<file path="src/rtl/data_mem_wait.sv">
// data_mem_wait: word-organised data memory with a fixed access latency.
// A request taken in IDLE is latched, busy stays high for LATENCY cycles,
// and the access commits on the last busy edge. The following DONE cycle
// presents ReadData to the write-back path with busy low.
//
// Handshake: req = MemRead | MemWrite is a level held by the controller.
// A request is accepted only in IDLE, and busy rises in the same cycle.
// The controller must hold the request while busy is high. It completes
// the instruction in the first busy-low cycle (DONE), where any request
// still present is treated as the same access and is not re-issued.
module data_mem_wait #(
  parameter int NBITS     = 8,
  parameter int ADDR_BITS = 5,
  parameter int LATENCY   = 2
) (
  input  logic             clock,
  input  logic             reset,
  input  logic [NBITS-1:0] Address,
  input  logic [NBITS-1:0] WriteData,
  input  logic             MemWrite,
  input  logic             MemRead,
  output logic [NBITS-1:0] ReadData,
  output logic             busy,
  output logic [1:0]       dbg_state
);

  localparam int DEPTH = 1 << ADDR_BITS;
  localparam logic [3:0] CNT_INIT = 4'(LATENCY - 1);

  typedef enum logic [1:0] {
    S_IDLE = 2'd0,
    S_WAIT = 2'd1,
    S_DONE = 2'd2
  } state_t;

  state_t                 state_q;
  logic [3:0]             cnt_q;
  logic                   is_wr_q;
  logic [ADDR_BITS-1:0]   idx_q;
  logic [NBITS-1:0]       wdata_q;
  logic [NBITS-1:0]       rdata_q;
  logic [NBITS-1:0]       mem_q [DEPTH];

  logic                   req;
  logic [ADDR_BITS-1:0]   in_idx;
  logic                   start;
  logic                   fin_wait;
  logic                   fin_now;
  logic                   commit;
  logic                   cm_wr;
  logic [ADDR_BITS-1:0]   cm_idx;
  logic [NBITS-1:0]       cm_data;
  logic                   unused_addr_bits;

  // Byte offset and bits above the word index are ignored, so addresses alias.
  assign req              = MemRead | MemWrite;
  assign in_idx           = Address[ADDR_BITS+1:2];
  assign unused_addr_bits = ^Address;

  // An access finishes either at the end of its last WAIT cycle, or, with a
  // single-cycle latency, on the very edge that accepts it. In the latter
  // case the live inputs are the operands since nothing is latched yet.
  assign start    = (state_q == S_IDLE) && req;
  assign fin_wait = (state_q == S_WAIT) && (cnt_q == 4'd1);
  assign fin_now  = start && (LATENCY == 1);
  assign commit   = !reset && (fin_wait || fin_now);
  assign cm_wr    = fin_now ? MemWrite  : is_wr_q;
  assign cm_idx   = fin_now ? in_idx    : idx_q;
  assign cm_data  = fin_now ? WriteData : wdata_q;

  assign busy      = start || (state_q == S_WAIT);
  assign ReadData  = rdata_q;
  assign dbg_state = state_q;

  // Controller FSM: latch the request, count out the latency, load read data.
  always_ff @(posedge clock) begin
    if (reset) begin
      state_q <= S_IDLE;
      cnt_q   <= 4'd0;
      is_wr_q <= 1'b0;
      idx_q   <= '0;
      wdata_q <= '0;
      rdata_q <= '0;
    end else begin
      case (state_q)
        S_IDLE: begin
          if (req) begin
            is_wr_q <= MemWrite;
            idx_q   <= in_idx;
            wdata_q <= WriteData;
            cnt_q   <= CNT_INIT;
            state_q <= (LATENCY > 1) ? S_WAIT : S_DONE;
          end
        end
        S_WAIT: begin
          cnt_q <= cnt_q - 4'd1;
          if (cnt_q == 4'd1) state_q <= S_DONE;
        end
        S_DONE:  state_q <= S_IDLE;
        default: state_q <= S_IDLE;
      endcase
      if (commit && !cm_wr) rdata_q <= mem_q[cm_idx];
    end
  end

  // Storage array: not reset; a write squashed by reset never lands.
  always_ff @(posedge clock) begin
    if (commit && cm_wr) mem_q[cm_idx] <= cm_data;
  end

endmodule

</file>
<file path="config.mk">
export PLATFORM = sky130hd
export DESIGN_NAME = data_mem_wait
export DESIGN_NICKNAME = d
export VERILOG_FILES = /design/src/rtl/data_mem_wait.sv
export SDC_FILE = /design/constraint.sdc
export NUM_CORES = 1
export LEC_CHECK = 0
export BUFFER_PORTS_ARGS = -buffer_cell sky130_fd_sc_hd__buf_4
export CORE_UTILIZATION = 25
export DETAILED_ROUTE_END_ITERATION = 8
export PLACE_DENSITY_LB_ADDON = 0.08
export SKIP_CTS_REPAIR_TIMING = 1
export SLEW_MARGIN = 20
export SYNTH_ARGS = -nofsm -noshare
export SYNTH_HDL_FRONTEND = slang
export SYNTH_SLANG_ARGS = --single-unit
</file>
<file path="constraint.sdc">
create_clock -name clock -period 2.5 [get_ports clock]
set_input_delay 0.125 -clock clock [delete_from_list [all_inputs] [get_ports clock]]
set_output_delay 0.125 -clock clock [all_outputs]
set_load 0.1 [all_outputs]
</file>
; ---- Word-level counts from Yosys, hierarchy flattened
; Memory sizes are Yosys's and may differ from the RTL's. A register that Yosys moved wholly into a read port is not among the register bits.
; Cells that the tools add are included.
[classes]
n_reduce_logical = 13
addsub = 1
n_eq_ne = 4
mux = 7
bitwise = 1
[op_table]
columns = operator, n
row1 = 4-bit one-hot mux with 2 select lines, 1
row2 = 2-bit AND reduction, 3
row3 = 1-bit logical AND, 5
row4 = "4-bit by 1-bit equality test with 1-bit output, second input constant", 1
row5 = 2-bit 2-to-1 mux, 2
row6 = 4-bit 2-to-1 mux, 1
row7 = 2-bit one-hot mux with 2 select lines, 1
row8 = "4-bit by 1-bit subtractor with 4-bit output, second input constant", 1
row9 = "2-bit by 1-bit equality test with 1-bit output, second input constant", 1
row10 = 1-bit zero test, 2
row11 = 2-bit zero test, 1
row12 = 1-bit 2-to-1 mux, 2
row13 = "2-bit by 1-bit != test with 1-bit output, second input constant", 1
row14 = "2-bit != test, second input constant", 1
row15 = 2-bit nonzero test, 1
row16 = 1-bit logical OR, 1
row17 = 1-bit OR, 1
[word_totals]
ramBits = 256
regBits = 20
word_cells = 32
out_inout_bits = 11
memories = 1
[mem_list]
columns = name, depth, width, rd, rd_ports_with_merged_regs, write_ports, line_no
row1 = mem_q, 32, 8, 1, 1, 1, 42  ; logic [NBITS-1:0] mem_q [DEPTH];

; ---- Longest topological paths before layout
[logic_depth]
word_depth = 6
depth_mapped = 8

; ---- Worst setup path before layout
; OpenSTA, ideal clock, no wires.
[synth_timing]
path_type = register -> register
startpoint = reg state_q[0] (netlist: dbg_state[0])
endpoint = mem mem_q[22][0] (enable)
setup_ns = 0.370
path_stages_with_launch = 6
setup_slack_ns = -0.133
t_required_ns = 2.130
t_arrival_ns = 2.263
path_cell_list = dfxtp_1 > nand2b_1 > nor3_2 > and2_2 > nand3b_2 > nor2_1
[synth_via]
elab_chain_len = 6
[synth_rtl]
columns = item, line_no
row1 = from (decl), 36  ; state_t state_q;
row2 = from (signal assigned), 92  ; state_q <= (LATENCY > 1) ? S_WAIT : S_DONE;
row3 = 2-bit by 1-bit equality test with 1-bit output, 64  ; assign fin_wait = (state_q == S_WAIT) && (cnt_q == 4'd1);
row4 = 1-bit logical AND, 64
row5 = 1-bit logical AND, 66  ; assign commit = !reset && (fin_wait || fin_now);
row6 = 1-bit logical AND, 108  ; if (commit && cm_wr) mem_q[cm_idx] <= cm_data;
row7 = 1-bit 2-to-1 mux, 108
row8 = 1-bit 2-to-1 mux (not written as such), 108
row9 = to (decl), 42
; No other way between the ends.

; ---- Worst setup path in the final report
[layout_timing]
startpoint = reg cnt_q[1]
endpoint = mem mem_q[24][5] (enable)
[layout_via]
elab_chain_len = 6
[layout_rtl]
columns = item, line_no
row1 = from (decl), 37  ; logic [3:0] cnt_q;
row2 = from (signal assigned), 96  ; cnt_q <= cnt_q - 4'd1;
row3 = 4-bit by 1-bit equality test with 1-bit output, 64
row4 = 1-bit logical AND, 64
row5 = 1-bit logical AND, 66
row6 = 1-bit logical AND, 108
row7 = 1-bit 2-to-1 mux, 108
row8 = 1-bit 2-to-1 mux (not written as such), 108
; No other way between the ends.

==> impl_metrics.ini <==
[setup_path]
cp.buffers_inverters = 3
cp_data_arrival_time_ns = 2.52
path_class = register to register
critical_path.cell_chain = inv_1 > ha_1 > or3b_4 > nor3_4 > and2_4 > nand2_1 > buf_4 > nor2_1 > buf_4
cp-start-kind = register
critical-path-top-cell-by-count = buf_4
critPathSlowestCell = or3b_4
end_kind = register
crit_fanout = 6
worstPathRequired_ns = 2.72
critPathTopFamily = simple AND/OR/NAND/NOR gates
cp_slowest_stage_delay_ns = 0.41

[synthesis]
synth_flop_cell = edfxtp_1
yosysSeqAreaShare = 0.730
ys_ff_latch = 284
synth_edf_count = 256
async_reset_ff_frac = 0
synthCells = 664
syn_area_sq_um = 11300
yosysUniqueCellTypes = 52
synth.avg_cell_area_sq_um = 17.0
ys_warn_count = 0
syn_nets = 686

[route]
drcViolationCount = 0
wl_per_cell_um = 22.1
routed_via_density = 4.39
postRouteWirelength_um = 31300
ant_nets = 0
firstDrtPassIters = 4
vias = 6211
drtIter0Drc = 396

[grt]
grt_pass1_vias = 6616
grt_max_degree = 34
grt_overflow_total = 0
track_usage = 0.138
antenna_found_initial = 0
grt_pass1_wl_um = 45900

[sta]
rsz0062_at_grt = no
setup_viol = 0
finalHoldViolCount = 0
slew_viol_final = 0
holdWs_ns = 0.0326
period_share = 0.920
maxSlewHeadroom = 0.534
fin_crit_ns = 2.30
tightest_slew_ns = 0.692
fin_setup_tns_ns = 0
clock_skew_ns = 0.0285
max_freq_ghz = 0.435

[pwr]
switchingPower_uw = 2530
power_frac_comb = 0.090
p_int_uw = 8300
p_leak_uw = 0.00453
peakVddDrop_v = 0.000346
p_per_area_nw_per_um2 = 777
sw_frac_of_total = 0.233
clockPowerShare = 0.420
p_seq_frac = 0.490
finalPower_uw = 10800

[outcome]
outcome = complete, no violations

[floorplanning]
die_h_um = 215
start_util = 0.254
num_rows = 77
core_sq_um = 44400
dieArea_sq_um = 46000
io_pins = 31
die_x_um = 215

[layout]
layout-drive-gt1-share = 0.256
fin_nets = 818
final_cell_mix = 256 x edfxtp_1, 110 x buf_4, 73 x mux2i_1, 49 x nor2_1, 37 x nand2_1
area_delta_synth_final_pct = 23.4
final_common_cell = edfxtp_1

[placement]
dpl.hpwl_um = 20800
gp_congestion = 0.748
io_buffers = 27

[cts]
clkSinkCount = 284
tritoncts = built
cts_root_buf = clkbuf_16
numCtsBuffers = 34
worst_setup_hold_path_clk_slew_ns = 0.05
cts_buffer_depth = 3
clock_latency_ns = 0.52
h-tree-depth = 2

[hold_path]
hold_path_class = primary input to register

[job]
maxCapViolCount = 0
## power groups by stage
stage                     Sequential, uW  Combinational, uW  Clock (uW)
after global placement              5400                966           0
after CTS                           5310                979        4700
final                               5310                973        4550
after floorplan                     5490                513           0
after global routing                5310               1050        4880
after detailed placement            5400                979           0
## path summary, 6_finish.rpt
path            start           end  slack [ns]  depth (start not counted)
max          cnt_q[1]  mem_q[24][5]        0.20                          9
min             reset      cnt_q[1]        0.03                          2
max reg2reg  cnt_q[1]  mem_q[24][5]        0.20                          9
min reg2reg  cnt_q[3]      cnt_q[3]        0.51                          1
## synthesized netlist by cell type (all sizes together), types with 3 or more instances
master   number  area [sq um]
edfxtp      256          7690
mux2i        73           731
nor2         53           204
nand2        37           139
o22ai        33           206
dfxtp        28           561
mux4         27           627
buf          26           209
a21oi        19          95.1
nor2b        15           101
nor3         14          75.1
clkbuf        9          45.0
nor4          9          83.8
a311oi        8          70.1
nand3         8          50.1
inv           5          18.8
nand3b        5          45.0
nand4b        4          35.0
or3           4          25.0
and3          3          18.8
nand2b        3          18.8
nand4bb       3          33.8
or3b          3          28.8
## metal layers
layer  part of all wire  vias to the layer above  global-route usage
li1                   -                     2885                   -
met1               0.46                     3188               0.181
met2               0.49                      104               0.235
met3              0.037                       34              0.0268
met4              0.015                        0              0.0336
met5                  0                        -                   0
## through the flow
stage	cells	setup WS, ns	instance area (sq um)	utilization
after global routing	1413	0.0207	13900	0.314
after floorplan	664	0.140	11300	-
after CTS	1399	0.0842	13800	0.310
after detailed placement	1338	0.0908	12700	0.287
final	1414	0.199	13900	0.314
after global placement	1338	0.0882	12700	0.287
## cell families after synthesis
family / count (synthesis) / share of synthesized area
DFF: 284 / 0.730
and+or+nand+nor: 166 / 0.0796
muxes: 102 / 0.122
AOI/OAI and AO/OA: 69 / 0.0406
buffers and inverters: 40 / 0.0242
adders and majority gates: 2 / 0.00222
xor gates and xnor gates: 1 / 0.000776
## registers in the layout (all words and copies together), names as in the netlist
name and cells:
mem_q 256, ReadData 8, cm_data 8, cm_idx 5
cnt_q 4, dbg_state 2, cm_wr 1
## cell type report
| class | instances | area (sq um) |
|---|---|---|
| fill | 4363 | 30500 |
| clock buffer | 44 | 920 |
| clock inverter | 17 | 105 |
| tap | 592 | 741 |
| sequential | 284 | 8250 |
| antenna | 1 | 2.50 |
| multi-input combinational | 340 | 2780 |
| inverter | 5 | 18.8 |
| timing repair buffer | 131 | 1110 |
Power figures use the tool's default switching activity.
